==> config.mk <==
export PLATFORM = sky130hd
export DESIGN_NAME = seq_multiplier
export DESIGN_NICKNAME = d
export VERILOG_FILES = /design/src/rtl/seq_multiplier.sv
export SDC_FILE = /design/constraint.sdc
export NUM_CORES = 1
export LEC_CHECK = 0
export ABC_AREA = 1
export CAP_MARGIN = 20
export CORE_ASPECT_RATIO = 0.75
export CORE_MARGIN = 3
export CORE_UTILIZATION = 40
export CTS_CLUSTER_SIZE = 8
export DETAILED_ROUTE_END_ITERATION = 16
export PLACE_DENSITY = 0.61
export SETUP_SLACK_MARGIN = 0.02
export SYNTH_ARGS = -nofsm -noshare
export SYNTH_HDL_FRONTEND = slang
export SYNTH_SLANG_ARGS = --single-unit
==> constraint.sdc <==
create_clock -name clk -period 3 [get_ports clk]
set_input_delay 0.3 -clock clk [delete_from_list [all_inputs] [get_ports clk]]
set_output_delay 0.3 -clock clk [all_outputs]
set_load 0.05 [all_outputs]
==> src/rtl/seq_multiplier.sv <==
// -----------------------------------------------------------------------------
// seq_multiplier
//   Sequential unsigned shift-add multiplier. One multiplier bit is consumed
//   per clock, so a product takes exactly WIDTH cycles after start is accepted.
//   The product register O holds the last result until the next completion
//   or reset.
//
// Parameters
//   WIDTH : operand width in bits (>= 2); product width is 2*WIDTH
//
// Ports
//   clk   : system clock, rising-edge
//   rst   : asynchronous, active-high reset
//   start : request a multiplication (accepted only while idle)
//   A     : multiplicand, unsigned, sampled when start is accepted
//   B     : multiplier, unsigned, sampled when start is accepted
//   busy  : high while a multiplication is in progress
//   done  : one-cycle pulse, O holds a new product
//   O     : registered product, unsigned, 2*WIDTH bits
// -----------------------------------------------------------------------------
module seq_multiplier #(
  parameter int WIDTH = 4
) (
  input  logic               clk,
  input  logic               rst,
  input  logic               start,
  input  logic [WIDTH-1:0]   A,
  input  logic [WIDTH-1:0]   B,
  output logic               busy,
  output logic               done,
  output logic [2*WIDTH-1:0] O
);

  localparam int PW    = 2 * WIDTH;
  localparam int CNT_W = $clog2(WIDTH) + 1;

  typedef enum logic {
    IDLE,
    RUN
  } state_t;

  state_t             state, state_nxt;
  logic [PW-1:0]      a_reg, a_nxt;
  logic [WIDTH-1:0]   b_reg, b_nxt;
  logic [PW-1:0]      acc, acc_nxt;
  logic [PW-1:0]      acc_sum;
  logic [CNT_W-1:0]   count, count_nxt;
  logic               busy_nxt, done_nxt;
  logic [PW-1:0]      o_nxt;

  // Conditionally add the shifted multiplicand. The accumulator is 2*WIDTH
  // bits wide, so the sum of all partial products can never overflow.
  function automatic logic [PW-1:0] add_partial(input logic [PW-1:0] acc_v,
                                                input logic [PW-1:0] a_v,
                                                input logic          bit_v);
    return bit_v ? (acc_v + a_v) : acc_v;
  endfunction

  always_comb begin
    state_nxt = state;
    a_nxt     = a_reg;
    b_nxt     = b_reg;
    acc_nxt   = acc;
    count_nxt = count;
    busy_nxt  = busy;
    done_nxt  = 1'b0;
    o_nxt     = O;
    acc_sum   = add_partial(acc, a_reg, b_reg[0]);

    case (state)
      IDLE: begin
        if (start) begin
          a_nxt     = PW'(A);
          b_nxt     = B;
          acc_nxt   = '0;
          count_nxt = '0;
          busy_nxt  = 1'b1;
          state_nxt = RUN;
        end
      end
      RUN: begin
        acc_nxt   = acc_sum;
        a_nxt     = a_reg << 1;
        b_nxt     = b_reg >> 1;
        count_nxt = count + CNT_W'(1);
        // The last bit's partial product is folded straight into O so the
        // result appears exactly WIDTH edges after acceptance.
        if (count == CNT_W'(WIDTH - 1)) begin
          o_nxt     = acc_sum;
          done_nxt  = 1'b1;
          busy_nxt  = 1'b0;
          state_nxt = IDLE;
        end
      end
      default: state_nxt = IDLE;
    endcase
  end

  always_ff @(posedge clk or posedge rst) begin
    if (rst) begin
      state <= IDLE;
      a_reg <= '0;
      b_reg <= '0;
      acc   <= '0;
      count <= '0;
      busy  <= 1'b0;
      done  <= 1'b0;
      O     <= '0;
    end else begin
      state <= state_nxt;
      a_reg <= a_nxt;
      b_reg <= b_nxt;
      acc   <= acc_nxt;
      count <= count_nxt;
      busy  <= busy_nxt;
      done  <= done_nxt;
      O     <= o_nxt;
    end
  end

endmodule
== Word-level counts from Yosys, hierarchy flattened ==
Cells that the tools add are included.
W data, S select, Z words.

* Memory bits (writable): 0
* Register bits after elaboration: 34
* Latch bits: 0
* Memories: 0
* Output and inout bits: 10
* Word-level logic and storage cells: 33
* Memory bits (read-only): 0

* Add/subtract/negate cells: 2
* Eq/ne operators: 3
* Multiplexer cells: 17
* $mul: 0
* Bitwise logic cells: 1
* Magnitude comparators: 0
* Div/mod/pow operators: 0
* Shifts and indexed selects: 0
* Reduce and logical (&&, ||, !) cells: 2

{| class="wikitable"
|+ Operators by type and width
! cell !! count
|-
| $pmux W8 S2 || 2
|-
| $mux W8 || 3
|-
| $add A8 B8 Y8 || 1
|-
| $pmux W4 S2 || 1
|-
| $mux W1 || 6
|-
| $pmux W3 S2 || 1
|-
| $mux W4 || 1
|-
| $pmux W1 S2 || 2
|-
| $reduce_and A2 Y1 || 2
|-
| $add A3 B1 Y3 const B || 1
|-
| $eq A3 B2 Y1 const B || 1
|-
| $mux W3 || 1
|-
| $ne A2 B1 Y1 const B || 1
|-
| $ne A2 B2 Y1 const B || 1
|-
| $not A1 Y1 || 1
|}

== Logic depth before layout (Yosys ltp) ==
Gate-level depths: netlist of the first run.

* Depth in word-level cells: 3
* Mapped depth: 10
* Gate-level depth less buffers: 10

== Worst setup path before layout of the first run ==
OpenSTA, ideal clock, no wires.

* Kind: register to register
* Start: register a_reg[0]
* End: register O[6]
* Data arrival time: 1.485 ns
* Required time: 2.882 ns
* Stages on the path, launching flop included: 11
* Slack: 1.397 ns
* Period minus slack after synthesis: 1.603 ns
* Cells stage by stage: dfrtp_1 -> ha_1 -> fa_1 -> nand2_1 -> nand2_1 -> nand3b_1 -> nand2_1 -> nand2_1 -> nand3_1 -> nand3_1 -> nand2_1

* Cells in the longest elaborated chain, start to end: 2

{| class="wikitable"
|+ RTL lines
! element !! line !! source
|-
| start: declaration || 43 || <nowiki>logic [PW-1:0] a_reg, a_nxt;</nowiki>
|-
| start signal: assignment || 111 || <nowiki>a_reg <= a_nxt;</nowiki>
|-
| $add A8 B8 Y8 || 56 || <nowiki>return bit_v ? (acc_v + a_v) : acc_v;</nowiki>
|-
| $mux W8 || 56 ||
|-
| end signal: assignment || 117 || <nowiki>O <= o_nxt;</nowiki>
|-
| end: declaration || 31 || <nowiki>output logic [2*WIDTH-1:0] O</nowiki>
|}

No other way between the ends.
A chain may end at the register's enable or synchronous reset.

== Final worst setup path of the first run ==
* Start: register a_reg[0]
* End: register acc[6]

* Cells in the longest elaborated chain, start to end: 3

{| class="wikitable"
|+ RTL lines
! element !! line !! source
|-
| $add A8 B8 Y8 || 56 ||
|-
| $mux W8 || 56 ||
|-
| $pmux W8 S2 || 70 || <nowiki>case (state)</nowiki>
|-
| end signal: assignment || 113 || <nowiki>acc <= acc_nxt;</nowiki>
|-
| end: declaration || 45 || <nowiki>logic [PW-1:0] acc, acc_nxt;</nowiki>
|}

No other way between the ends.

==> impl_metrics.tcl, run 1 <==
set metrics [dict create \
    outcome "completed" \
    syn_area_per_cell_um2 8.68 \
    drive_above_1_share_pct 10.5 \
    reg2reg_depth 10 \
    dieHeight_um 63.6 \
    drv_cap 0 \
    antenna_found_initial 0 \
    coreArea_um2 4150 \
    slew_headroom_pct 58.7 \
    worstSetupPathType "register to register" \
    ios 21 \
    cts.sinks 34 \
    seq_power_share_pct 34.5 \
    required_ns 3.18 \
    dr.pass1.iters 4 \
    cts_tree "done" \
    utilization_pct 50.7 \
    reg2reg_setup_slack_ns 1.23 \
    grt_max_degree 35 \
    drc 0 \
    grt.overflow.total 0 \
    power_mw 2.42 \
    worst_pin_slew_ns 0.619 \
    drt_wl_total_mm 3.68 \
    fin_ws_ns 1.23 \
    cp.arrival_ns 1.95 \
    first_iter_violations 67 \
    routedWlPerCell_um 13.0 \
    fin_cells 283 \
    async_flop_share_pct 100 \
    area_growth_pct 18.8 \
    end_kind "register" \
    ys_seq_area_share_pct 48.0 \
    ys_top_cells_by_area "dfrtp_1 (48%), nand2_1 (14%), ha_1 (6.4%)" \
    grt_pass1_wl_mm 6.58 \
    fillCellCount 432 \
    yosys.area.top_type "dfrtp_1" \
    post-place-ws_ns 1.25 \
    grt_pass1_vias 1371 \
    synth_common_cells "nand2_1 (65), dfrtp_1 (34), inv_1 (19)" \
    yosys_warnings 0 \
    finalInstanceArea_um2 2100 \
    place_congestion 0.841 \
    hold_slack_ns 0.413 \
    hpwl_mm 2.64 \
    rr_startpoint "a_reg[0]" \
    fin_crit_sh_pct 58.9 \
    num_antenna_cells 0 \
    cts_setup_buffers 0 \
    max_freq_mhz 566 \
    hold_viol_final 0 \
    ys_types 25 \
    rows 20 \
    cts_hold_buf 0 \
    hold_path_class "input port to asynchronous set/reset pin" \
    r2r-end "acc[6]" \
    setup_tns_ns 0 \
    p_per_area_nw_per_um2 1150 \
    power.switching_mw 1.08 \
    placed_area_um2 2000 \
    port_buffers 20 \
    cts-resized-gates 0 \
    cts_root_buffer "clkbuf_8" \
    crit_fanout 3 \
    peakVddDrop_uv 425 \
    ys_ff_latch 34 \
    dpl.cell_count 275 \
    synth_edf_count 0 \
    synthesis.instances 204 \
    leakage_nw 1.02 \
    rsz0062_at_grt "false" \
    clkPwrFrac_pct 17.3 \
    fp.dieArea_um2 5270 \
    clk_path_buf_depth 2 \
    ant_nets 0 \
    vias 1356 \
    post_drt_via_cell_ratio 4.79 \
    skew_ns 0.00899 \
    synth_flop_cell "dfrtp_1" \
    start_util_pct 42.7 \
    numCtsBuffers 5 \
    htree_levels 2 \
    yosysMostFrequentCell "nand2_1" \
    syn_area_um2 1770 \
    die_w_um 82.9 \
    endpoint "acc[6]" \
    synth_fp_nets 225 \
    synth.top_cell.area_share_pct 48.0 \
    fin_crit_ns 1.77 \
    nets 248 \
    internal_power_mw 1.34 \
    track_usage_pct 15.8 \
    comb_power_share_pct 48.2 \
    startpoint "a_reg[0]" \
    clock_latency_ns 0.29 \
    setup_violations 0 \
    slew_violations 0 \
    swShare_pct 44.8 \
    path_clk_slew_ns 0.08 \
    worstSetupStartpointType "register" \
]
## routing by layer
| layer | global-route usage, % | share of wire (%) | vias to the layer above |
|---|---|---|---|
| met5 | 0 | 0 | - |
| met4 | 5.51 | 1.4 | 0 |
| met3 | 4.05 | 4.0 | 5 |
| met2 | 24.9 | 43 | 24 |
| met1 | 21.0 | 51 | 622 |
| li1 | - | - | 705 |
## area by class of cell
class                   count  area (um^2)  share of cell area, %
flip-flops and latches     34          851                   40.4
multi-input cells         141          778                   37.0
repair buffers             21          208                   9.87
inverters                  24         90.1                   4.28
clock buffers               5         68.8                   3.27
well taps                  55         68.8                   3.27
clock inverters             3         40.0                   1.90
## cell families (layout without fill, tap and decap cells)
| logic type | after synthesis | after routing | share of synthesized area (%) |
|---|---|---|---|
| xor gates and xnor gates | 1 | 1 | 0.494 |
| AOI/OAI and AO/OA | 28 | 28 | 9.82 |
| DFF | 34 | 34 | 48.0 |
| buffers and inverters | 29 | 53 | 8.05 |
| adders and majority gates | 10 | 10 | 7.49 |
| and+or+nand+nor | 102 | 102 | 26.1 |
## power groups by stage
stage | Combinational (mW) | Sequential (mW) | Clock (mW)
floorplan | 0.755 | 0.979 | 0
global placement | 1.15 | 0.841 | 0
detailed placement | 1.17 | 0.846 | 0
CTS | 1.18 | 0.837 | 0.427
global route | 1.32 | 0.869 | 0.450
finish | 1.17 | 0.836 | 0.418
## critical path: stages (launching register included)
cell and delay (ns):
dfrtp_1 0.40, ha_1 0.23, fa_1 0.39, nand2_1 0.09
nand2_1 0.09, nand3b_1 0.11, nand2_1 0.06, nand2_1 0.06
nand3_1 0.08, nand3_1 0.11, nand2_1 0.06
## worst min path at each step
stage,endpoint,slack (ns),cells past startpoint
after floorplan,b_reg[3],0.41,2
after global placement,count[0],0.46,1
after detailed placement,count[0],0.47,1
after CTS,O[5],0.43,3
after global routing,b_reg[1],0.46,3
final,count[0],0.41,3
## cell usage in the layout (no fill, tap or decap), types with 2 or more instances in the layout
| cell type | instances |
|---|---|
| a22o_1 | 2 |
| o21ai_1 | 14 |
| or2_2 | 3 |
| o211ai_1 | 2 |
| clkbuf_8 | 5 |
| inv_2 | 5 |
| nand2_4 | 2 |
| nand3_1 | 17 |
| ha_1 | 9 |
| clkdlybuf4s50_1 | 20 |
| nand3_2 | 2 |
| o22ai_1 | 6 |
| inv_1 | 19 |
| dfrtp_1 | 34 |
| nand2_1 | 65 |
| nand3b_1 | 3 |
| a21oi_1 | 2 |
| nor2_1 | 8 |
| clkinv_2 | 2 |
Note: power is estimated with default switching activity, not from simulation.
==> run 2: changes to the inputs <==
Settings changed: PLACE_DENSITY 0.61 to 0.64.
Clock period 3 ns to 1.5 ns, I/O delays scaled along.
==> run 2 against run 1 <==
Cell area is 7.1% higher; critical path type unchanged; the run now ends with setup timing left; critical endpoint unchanged; final cell count rose by 6.0%; first-iteration DRC count is 22% higher; global-route usage is 1.4 points lower; critical path depth is the same; register-to-register slack got worse by 1.4 ns; maximum frequency up 8.3%; die area stayed put; via count rose by 3.6%; highest routed layer unchanged; sequential power grew 100%; routed wire length increased by 1.7%; clock skew shrank 0.0067 ns.
==> impl_metrics.tcl, run 2 (synthesized netlist as in run 1, its figures left out) <==
set metrics [dict create \
    htree_levels 2 \
    routedWlPerCell_um 12.5 \
    grt_pass1_wl_mm 6.06 \
    worstSetupStartpointType "register" \
    slew_violations 0 \
    rsz0062_at_grt "true" \
    grt_max_degree 35 \
    die_w_um 82.9 \
    numCtsBuffers 5 \
    fin_ws_ns -0.131 \
    place_congestion 0.774 \
    leakage_nw 1.11 \
    outcome "finished, violations left" \
    ios 21 \
    slew_headroom_pct 60.0 \
    reg2reg_setup_slack_ns -0.13 \
    utilization_pct 54.2 \
    port_buffers 20 \
    dr.pass1.iters 4 \
    reg2reg_depth 10 \
    max_freq_mhz 613 \
    peakVddDrop_uv 848 \
    hold_viol_final 0 \
    num_antenna_cells 0 \
    nets 266 \
    hpwl_mm 2.65 \
    antenna_found_initial 0 \
    worst_pin_slew_ns 0.601 \
    mostFrequentLayoutCells "nand2_1 (62), dfrtp_1 (34), buf_4 (28)" \
    p_per_area_nw_per_um2 2240 \
    drt_wl_total_mm 3.75 \
    hold_path_class "input port to asynchronous set/reset pin" \
    dieHeight_um 63.6 \
    skew_ns 0.00231 \
    fin_crit_ns 1.63 \
    rows 20 \
    post-place-ws_ns -0.140 \
    coreArea_um2 4150 \
    cts_tree "done" \
    vias 1405 \
    layout_commonest_cell "nand2_1" \
    crit_fanout 3 \
    r2r-end "acc[6]" \
    fin_crit_sh_pct 109 \
    clk_path_buf_depth 2 \
    cp.arrival_ns 1.80 \
    end_kind "register" \
    first_iter_violations 82 \
    rr_startpoint "acc[0]" \
    cts_hold_buf 0 \
    required_ns 1.67 \
    violations "setup timing" \
    area_growth_pct 27.2 \
    cts_root_buffer "clkbuf_8" \
    drv_cap 0 \
    clock_latency_ns 0.28 \
    cts.sinks 34 \
    post_drt_via_cell_ratio 4.68 \
    power_mw 5.04 \
    grt_pass1_vias 1261 \
    grt.overflow.total 0 \
    drive_above_1_share_pct 25.3 \
    start_util_pct 42.7 \
    drc 0 \
    track_usage_pct 14.4 \
    fp.dieArea_um2 5270 \
    ant_nets 0 \
    setup_violations 11 \
    path_clk_slew_ns 0.06 \
    worstSetupPathType "register to register" \
]
run 2: power by group:
group | total [mW] | switching (mW) | internal, mW
Sequential | 1.69 | 0.382 | 1.30
Clock | 0.621 | 0.302 | 0.319
Combinational | 2.73 | 1.59 | 1.14
run 2: worst max path at each step:
stage              from  endpoint  slack, ns  depth (start not counted)
6_report         acc[0]    acc[6]      -0.13                         10
5_1_grt          acc[0]    acc[6]      -0.24                         10
4_1_cts          acc[0]    acc[6]      -0.14                         10
3_5_place_dp     acc[0]    acc[6]      -0.14                         10
3_3_place_gp     acc[0]    acc[6]      -0.11                         10
2_1_floorplan  a_reg[0]      O[6]      -0.02                         10
run 2: timing repair:
action                     in CTS  in global routing
pin swaps                       5                  8
setup endpoints to repair      12                 14
gates resized for setup         5                  8
buffers inserted                3                  4
run 2: per-stage QoR:
stage / setup TNS [ns] / instances / hold slack (ns) / cell area [um^2]
after CTS: -0.709 / 297 / 0.282 / 2190
final: -0.624 / 300 / 0.266 / 2250
after detailed placement: -0.666 / 287 / 0.467 / 2070
after floorplan: -0.0484 / 204 / 0.260 / 1780
after global placement: -0.461 / 287 / 0.466 / 2070
after global routing: -2.05 / 300 / 0.330 / 2250
run 2: area by class of cell:
cell class	count	area (um^2)
inverters	24	90.1
multi-input cells	141	846
flip-flops and latches	34	851
repair buffers	39	322
fillers	402	1900
well taps	55	68.8
clock buffers	7	76.3
run 2: worst max-delay path, stage by stage (launching register included):
cell      delay [ns]
dfrtp_1         0.39
ha_2            0.20
fa_2            0.34
nand2_2         0.10
nand2_2         0.06
nand3b_1        0.09
nand2_1         0.05
nand2_1         0.07
nand3_2         0.06
nand3_1         0.10
nand2_1         0.05
run 2: routing by layer:
| layer | track usage [%] | share of wire (%) |
|---|---|---|
| met4 | 4.29 | 0.77 |
| met5 | 0 | 0 |
| met1 | 22.1 | 55 |
| met3 | 4.05 | 4.9 |
| met2 | 19.2 | 39 |
==> run 3: changes to the inputs <==
Settings changed: HOLD_SLACK_MARGIN from default to 0.12.
==> results of run 3 <==
Final layout, timing and power as in run 2 (identical DEF).
